File: src/rtl/if_fetch_queue_if.sv
// rtl/if_fetch_queue_if.sv - fetch-queue handshake bundle: PC in, imem req/rsp, decode out, flush
interface if_fetch_queue_if #(
    parameter int AW = 32
);
    logic [AW-1:0] pc_i;
    logic          pc_valid_i;
    logic          pc_ready_o;
    logic          imem_req_o;
    logic [AW-1:0] imem_addr_o;
    logic          imem_gnt_i;
    logic          imem_rvalid_i;
    logic [31:0]   imem_rdata_i;
    logic          inst_valid_o;
    logic [31:0]   inst_o;
    logic [AW-1:0] inst_pc_o;
    logic          inst_ready_i;
    logic          flush_i;

    modport slave (
        input  pc_i, pc_valid_i, imem_gnt_i, imem_rvalid_i, imem_rdata_i,
               inst_ready_i, flush_i,
        output pc_ready_o, imem_req_o, imem_addr_o, inst_valid_o, inst_o, inst_pc_o
    );

    modport master (
        output pc_i, pc_valid_i, imem_gnt_i, imem_rvalid_i, imem_rdata_i,
               inst_ready_i, flush_i,
        input  pc_ready_o, imem_req_o, imem_addr_o, inst_valid_o, inst_o, inst_pc_o
    );
endinterface

File: src/rtl/if_fetch_queue.sv
// rtl/if_fetch_queue.sv - instruction fetch queue with in-order imem responses and flush drain
module if_fetch_queue #(
    parameter int DEPTH = 4,
    parameter int AW    = 32
) (
    input  logic                clk,
    input  logic                rst_n,
    if_fetch_queue_if.slave     bus
);
    localparam int PW = $clog2(DEPTH);
    localparam int CW = PW + 1;

    typedef enum logic {RUN, DRAIN} state_e;

    state_e        state_q, state_d;
    logic [CW-1:0] pend_cnt_q, pend_cnt_d;
    logic [CW-1:0] out_cnt_q, out_cnt_d;
    logic [CW-1:0] discard_cnt_q, discard_cnt_d;
    logic [PW-1:0] pq_wr_q, pq_wr_d, pq_rd_q, pq_rd_d;
    logic [PW-1:0] ff_wr_q, ff_wr_d, ff_rd_q, ff_rd_d;
    logic [AW-1:0] pq_pc_q [DEPTH];
    logic [AW-1:0] pq_pc_d [DEPTH];
    logic [31:0]   ff_inst_q [DEPTH];
    logic [31:0]   ff_inst_d [DEPTH];
    logic [AW-1:0] ff_pc_q [DEPTH];
    logic [AW-1:0] ff_pc_d [DEPTH];

    logic [CW:0]   used;
    logic          credit, req, accept, rsp, push, pop, run;

    assign run    = (state_q == RUN);
    assign used   = {1'b0, pend_cnt_q} + {1'b0, out_cnt_q};
    assign credit = used < (CW+1)'(DEPTH);
    // Gated by rst_n so no request leaks out while reset is held.
    assign req    = rst_n & run & bus.pc_valid_i & credit & ~bus.flush_i;
    assign accept = req & bus.imem_gnt_i;
    // A response with nothing pending is a protocol error and is ignored.
    assign rsp    = bus.imem_rvalid_i & (pend_cnt_q != '0);
    assign push   = rsp & run & ~bus.flush_i;
    assign pop    = (out_cnt_q != '0) & bus.inst_ready_i & run & ~bus.flush_i;

    always_comb begin
        state_d       = state_q;
        pq_wr_d       = pq_wr_q;
        pq_rd_d       = pq_rd_q;
        ff_wr_d       = ff_wr_q;
        ff_rd_d       = ff_rd_q;
        pq_pc_d       = pq_pc_q;
        ff_inst_d     = ff_inst_q;
        ff_pc_d       = ff_pc_q;
        discard_cnt_d = discard_cnt_q;

        if (accept) begin
            pq_pc_d[pq_wr_q] = bus.pc_i;
            pq_wr_d          = pq_wr_q + 1'b1;
        end
        if (rsp) begin
            pq_rd_d = pq_rd_q + 1'b1;
        end
        pend_cnt_d = pend_cnt_q + CW'(accept) - CW'(rsp);

        if (push) begin
            ff_inst_d[ff_wr_q] = bus.imem_rdata_i;
            ff_pc_d[ff_wr_q]   = pq_pc_q[pq_rd_q];
            ff_wr_d            = ff_wr_q + 1'b1;
        end
        if (pop) begin
            ff_rd_d = ff_rd_q + 1'b1;
        end
        out_cnt_d = out_cnt_q + CW'(push) - CW'(pop);

        case (state_q)
            RUN: begin
                if (bus.flush_i) begin
                    out_cnt_d     = '0;
                    ff_wr_d       = '0;
                    ff_rd_d       = '0;
                    // No accept in a flush cycle, so pend_cnt_d is exactly what is still stale.
                    discard_cnt_d = pend_cnt_d;
                    if (pend_cnt_d != '0) state_d = DRAIN;
                end
            end
            DRAIN: begin
                if (rsp) begin
                    discard_cnt_d = discard_cnt_q - CW'(1);
                    if (discard_cnt_q <= CW'(1)) state_d = RUN;
                end
            end
            default: state_d = RUN;
        endcase
    end

    always_ff @(posedge clk or negedge rst_n) begin
        if (!rst_n) begin
            state_q       <= RUN;
            pend_cnt_q    <= '0;
            out_cnt_q     <= '0;
            discard_cnt_q <= '0;
            pq_wr_q       <= '0;
            pq_rd_q       <= '0;
            ff_wr_q       <= '0;
            ff_rd_q       <= '0;
            for (int i = 0; i < DEPTH; i++) begin
                pq_pc_q[i]   <= '0;
                ff_inst_q[i] <= '0;
                ff_pc_q[i]   <= '0;
            end
        end else begin
            state_q       <= state_d;
            pend_cnt_q    <= pend_cnt_d;
            out_cnt_q     <= out_cnt_d;
            discard_cnt_q <= discard_cnt_d;
            pq_wr_q       <= pq_wr_d;
            pq_rd_q       <= pq_rd_d;
            ff_wr_q       <= ff_wr_d;
            ff_rd_q       <= ff_rd_d;
            pq_pc_q       <= pq_pc_d;
            ff_inst_q     <= ff_inst_d;
            ff_pc_q       <= ff_pc_d;
        end
    end

    assign bus.imem_req_o   = req;
    assign bus.imem_addr_o  = {bus.pc_i[AW-1:2], 2'b00};
    assign bus.pc_ready_o   = accept;
    assign bus.inst_valid_o = (out_cnt_q != '0);
    assign bus.inst_o       = ff_inst_q[ff_rd_q];
    assign bus.inst_pc_o    = ff_pc_q[ff_rd_q];
endmodule

File: src/flat_wrapper.sv
// flat-port wrapper written by rule: the top's interface ports become plain ports
module if_fetch_queue_flat 
#(
    parameter int DEPTH = 4,
    parameter int AW    = 32
)
  (clk, rst_n, bus_pc_i, bus_pc_valid_i, bus_imem_gnt_i, bus_imem_rvalid_i, bus_imem_rdata_i, bus_inst_ready_i, bus_flush_i, bus_pc_ready_o, bus_imem_req_o, bus_imem_addr_o, bus_inst_valid_o, bus_inst_o, bus_inst_pc_o);
  if_fetch_queue_if #(.AW(AW)) bus_i ();
  input  logic clk;
  input  logic rst_n;
  input wire logic [$bits(bus_i.pc_i)-1:0] bus_pc_i;
  input wire logic [$bits(bus_i.pc_valid_i)-1:0] bus_pc_valid_i;
  input wire logic [$bits(bus_i.imem_gnt_i)-1:0] bus_imem_gnt_i;
  input wire logic [$bits(bus_i.imem_rvalid_i)-1:0] bus_imem_rvalid_i;
  input wire logic [$bits(bus_i.imem_rdata_i)-1:0] bus_imem_rdata_i;
  input wire logic [$bits(bus_i.inst_ready_i)-1:0] bus_inst_ready_i;
  input wire logic [$bits(bus_i.flush_i)-1:0] bus_flush_i;
  output wire logic [$bits(bus_i.pc_ready_o)-1:0] bus_pc_ready_o;
  output wire logic [$bits(bus_i.imem_req_o)-1:0] bus_imem_req_o;
  output wire logic [$bits(bus_i.imem_addr_o)-1:0] bus_imem_addr_o;
  output wire logic [$bits(bus_i.inst_valid_o)-1:0] bus_inst_valid_o;
  output wire logic [$bits(bus_i.inst_o)-1:0] bus_inst_o;
  output wire logic [$bits(bus_i.inst_pc_o)-1:0] bus_inst_pc_o;
  assign bus_i.pc_i = bus_pc_i;
  assign bus_i.pc_valid_i = bus_pc_valid_i;
  assign bus_i.imem_gnt_i = bus_imem_gnt_i;
  assign bus_i.imem_rvalid_i = bus_imem_rvalid_i;
  assign bus_i.imem_rdata_i = bus_imem_rdata_i;
  assign bus_i.inst_ready_i = bus_inst_ready_i;
  assign bus_i.flush_i = bus_flush_i;
  assign bus_pc_ready_o = bus_i.pc_ready_o;
  assign bus_imem_req_o = bus_i.imem_req_o;
  assign bus_imem_addr_o = bus_i.imem_addr_o;
  assign bus_inst_valid_o = bus_i.inst_valid_o;
  assign bus_inst_o = bus_i.inst_o;
  assign bus_inst_pc_o = bus_i.inst_pc_o;
  if_fetch_queue #(.DEPTH(DEPTH), .AW(AW)) u_core (.clk(clk), .rst_n(rst_n), .bus(bus_i));
endmodule
File: config.mk
export PLATFORM = sky130hd
export DESIGN_NAME = if_fetch_queue_flat
export DESIGN_NICKNAME = d
export VERILOG_FILES = /design/src/rtl/if_fetch_queue_if.sv /design/src/rtl/if_fetch_queue.sv /design/src/flat_wrapper.sv
export SDC_FILE = /design/constraint.sdc
export NUM_CORES = 1
export LEC_CHECK = 0
export CAP_MARGIN = 10
export CORE_ASPECT_RATIO = 1.1
export CORE_MARGIN = 2
export CORE_UTILIZATION = 62
export DETAILED_ROUTE_END_ITERATION = 16
export GPL_ROUTABILITY_DRIVEN = 0
export MAX_ROUTING_LAYER = met4
export PLACE_DENSITY = 0.85
export SYNTH_ARGS = -nofsm -noshare
export SYNTH_HDL_FRONTEND = slang
export SYNTH_SLANG_ARGS = --single-unit
File: constraint.sdc
create_clock -name clk -period 6 [get_ports clk]
set_input_delay 0.6 -clock clk [delete_from_list [all_inputs] [get_ports clk]]
set_output_delay 0.6 -clock clk [all_outputs]
set_load 0.02 [all_outputs]
==> reports/metrics.csv <==
metric,value,unit
wl_per_cell,21.9,um
drive_above_1_share,0.452,
netlist_instances,1075,
syn_avg_cell_area,16.8,um^2
worst_pin_slew,1.11,ns
drc,0,
synth_top_family_by_area,multiplexers,
grt_setup_unrepaired,false,
max_stage_delay,0.76,ns
cts_made_buffers,41,
start_util,0.629,
finalSetupViolCount,0,
fin_area,20700,um^2
cts_tree,yes,
fmax,0.277,GHz
critPathSlowestCell,dfrtp_4,
cts_root_buf,clkbuf_16,
synthXorXnorAreaFrac,0.00535,
die_x,167,um
grt.overflow.total,0,
synthTopCellsByArea,"dfrtp_1 (56%), mux2_2 (24%), mux4_2 (12%), clkbuf_8 (1.8%), buf_4 (1.4%)",
p_leak,9.85,nW
grt_antenna_before_repair,1,
yosys_most_used_dff,dfrtp_1,
yosys.area.top_type,dfrtp_1,
p_total,9.24,mW
min_period,3.61,ns
first_global_vias,10500,
crit_path_cell_trace,"buf_4, mux4_2, clkdlybuf4s50_1",
max_cap_viol_count,0,
synth_area,18000,um^2
synth_fa_ha_area_frac,0.0133,
coreArea,28600,um^2
groute.usage.overall,0.244,
cts_hold_buf,0,
drt_pass1_iterations,4,
die_y,183,um
start_kind,flop,
io_pins,170,
synth-seq-cells,402,
slew_headroom,0.262,
synth.area.mux_share,0.361,
run_status,"complete, no violations",
clk_latency,0.51,ns
netlist.area_leader.share,0.558,
drt-total-wl,34.9,mm
yosys_warnings,0,
critPathRequiredTime,5.40,ns
cp_max_fo,25,
syn_to_final_growth,15.0,%
yosys-top-cells-count,"dfrtp_1 (402), mux2_2 (376), mux4_2 (96)",
row_count,65,
yosys.area_share.simple,0.0120,
slew_viol_final,0,
synth_compound_area_frac,0.00431,
cts-resized-gates,0,
fin_skew,0.00918,ns
post-route-period-util,0.602,
synth_most_common_cell,dfrtp_1,
via_count,9537,
yosysUniqueCellTypes,36,
p_per_area,446,nW/um^2
clock_path_buffers,3,
min_path_type,input pin to asynchronous set/reset pin,
r2r-start,u_core.out_cnt_q[2],
cp_top_family,buffers and inverters,
cts.sinks,402,
fin_tns_setup,0,ns
io_buffers,167,
post-cts-setup-buffers,0,
detail-route-antenna-nets,0,
post_drt_via_cell_ratio,5.98,
dieArea,30400,um^2
grt_pass1_wl,57.3,mm
grt_max_degree,78,
critPathCaptureType,output pin,
dp_hpwl,20.4,mm
crit_buf_inv,2,
synth_edf_count,0,
final_nets,1290,
hold_viol,0,
synthArstFlopShare,1.00,
crit_type,flop to output pin,
drt_iter0_markers,640,
htreeDepth,2,
max-vdd-ir-drop,0.000395,V
yosysSeqAreaShare,0.558,
clkTransAtPathRegs,0.06,ns
worstPathArrival,3.01,ns
critPathLaunch,u_core.ff_rd_q[0],
placed_area,19500,um^2
kinds of logic after synthesis:
| kind of cell | Yosys count |
|---|---|
| fa+ha+maj | 18 |
| other cells | 1 |
| simple gates | 40 |
| compound gates | 12 |
| xor+xnor | 11 |
| flops | 402 |
| buf+inv | 109 |
| mux | 482 |
metal layers:
metal | vias to the layer above | share of wire | GRT usage
met5 | - | 0 | -
met4 | 0 | 0.014 | 0.0521
met3 | 38 | 0.042 | 0.0410
met2 | 191 | 0.51 | 0.404
met1 | 5123 | 0.43 | 0.327
li1 | 4185 | - | -
metrics by stage:
stage	setup WS, ns	std cells	utilization	hold WS [ns]
3_5_place_dp	2.39	1526	0.681	0.487
2_1_floorplan	3.14	1076	-	0.304
6_report	2.39	1594	0.724	0.0181
3_3_place_gp	2.47	1526	0.681	0.469
5_1_grt	2.17	1594	0.724	0.0452
4_1_cts	2.29	1593	0.724	0.0256
layout make-up:
type / instances / area (um^2)
Multi-Input combinational cell: 565 / 7160
Clock inverter: 11 / 82.6
Antenna cell: 1 / 2.50
Tap cell: 368 / 460
Sequential cell: 402 / 10100
Fill cell: 1822 / 7910
Inverter: 15 / 56.3
Clock buffer: 56 / 1140
Timing Repair Buffer: 176 / 1740
power by group:
| part | leakage, nW | switching (mW) | internal (mW) |
|---|---|---|---|
| clock | 0.608 | 0.986 | 1.37 |
| combinational | 3.83 | 1.24 | 1.67 |
| sequential | 5.41 | 0.512 | 3.45 |
layout by cell type, fill, tap and decap left out, types with 2 or more instances in the layout:
| cell type | synthesis | final |
|---|---|---|
| xnor2_1 | 8 | 8 |
| clkdlybuf4s50_1 | 0 | 166 |
| dfrtp_4 | 0 | 2 |
| o31ai_1 | 2 | 2 |
| nand2_2 | 8 | 4 |
| nand3_1 | 4 | 4 |
| clkinv_2 | 0 | 9 |
| inv_1 | 14 | 14 |
| nand2_4 | 0 | 4 |
| clkbuf_16 | 0 | 41 |
| ha_1 | 16 | 16 |
| mux2i_1 | 2 | 2 |
| xor2_1 | 3 | 3 |
| a21oi_1 | 3 | 3 |
| nand2_1 | 8 | 8 |
| nor2b_1 | 3 | 3 |
| nor2_1 | 7 | 7 |
| clkbuf_8 | 24 | 6 |
| fa_1 | 2 | 2 |
| dfrtp_1 | 402 | 398 |
| mux4_2 | 96 | 96 |
| dfrtp_2 | 0 | 2 |
| o21ai_0 | 4 | 4 |
| clkbuf_1 | 10 | 9 |
| nor3_1 | 4 | 4 |
| mux2_1 | 8 | 8 |
| buf_4 | 33 | 9 |
| conb_1 | 1 | 2 |
| mux2_2 | 376 | 376 |
path summary, 6_finish.rpt:
| path | to | slack, ns | cells past startpoint |
|---|---|---|---|
| max in group asynchronous | u_core.ff_pc_q[48] | 3.17 | 4 |
| setup reg to reg | u_core.discard_cnt_q[2] | 2.84 | 11 |
| min in group clk | u_core.pq_pc_q[49] | 0.50 | 1 |
| hold / removal | u_core.ff_inst_q[122] | 0.02 | 1 |
| hold reg to reg | u_core.pq_pc_q[49] | 0.50 | 1 |
| setup / recovery | bus_inst_pc_o[14] | 2.39 | 3 |
sequential cells by signal, indices dropped and copies added, names as in the netlist:
| name | cells |
|---|---|
| u_core.ff_inst_q | 128 |
| u_core.state_q | 1 |
| u_core.out_cnt_q | 3 |
| u_core.pq_rd_q | 2 |
| u_core.ff_pc_q | 128 |
| u_core.pend_cnt_q | 3 |
| u_core.pq_wr_q | 2 |
| u_core.ff_wr_q | 2 |
| u_core.ff_rd_q | 2 |
| u_core.discard_cnt_q | 3 |
| u_core.pq_pc_q | 128 |
worst register-to-register path, delay by kind of cell (launching register included):
family                   cells  cell delay, ns
adder cells (fa/ha/maj)      4            1.18
AND/OR/NAND/NOR              2            0.83
buffers and inverters        2            0.13
flip-flops                   1            0.41
XOR/XNOR                     1            0.28
multiplexers                 2            0.27
No activity file was read; power rests on OpenSTA's default activity.
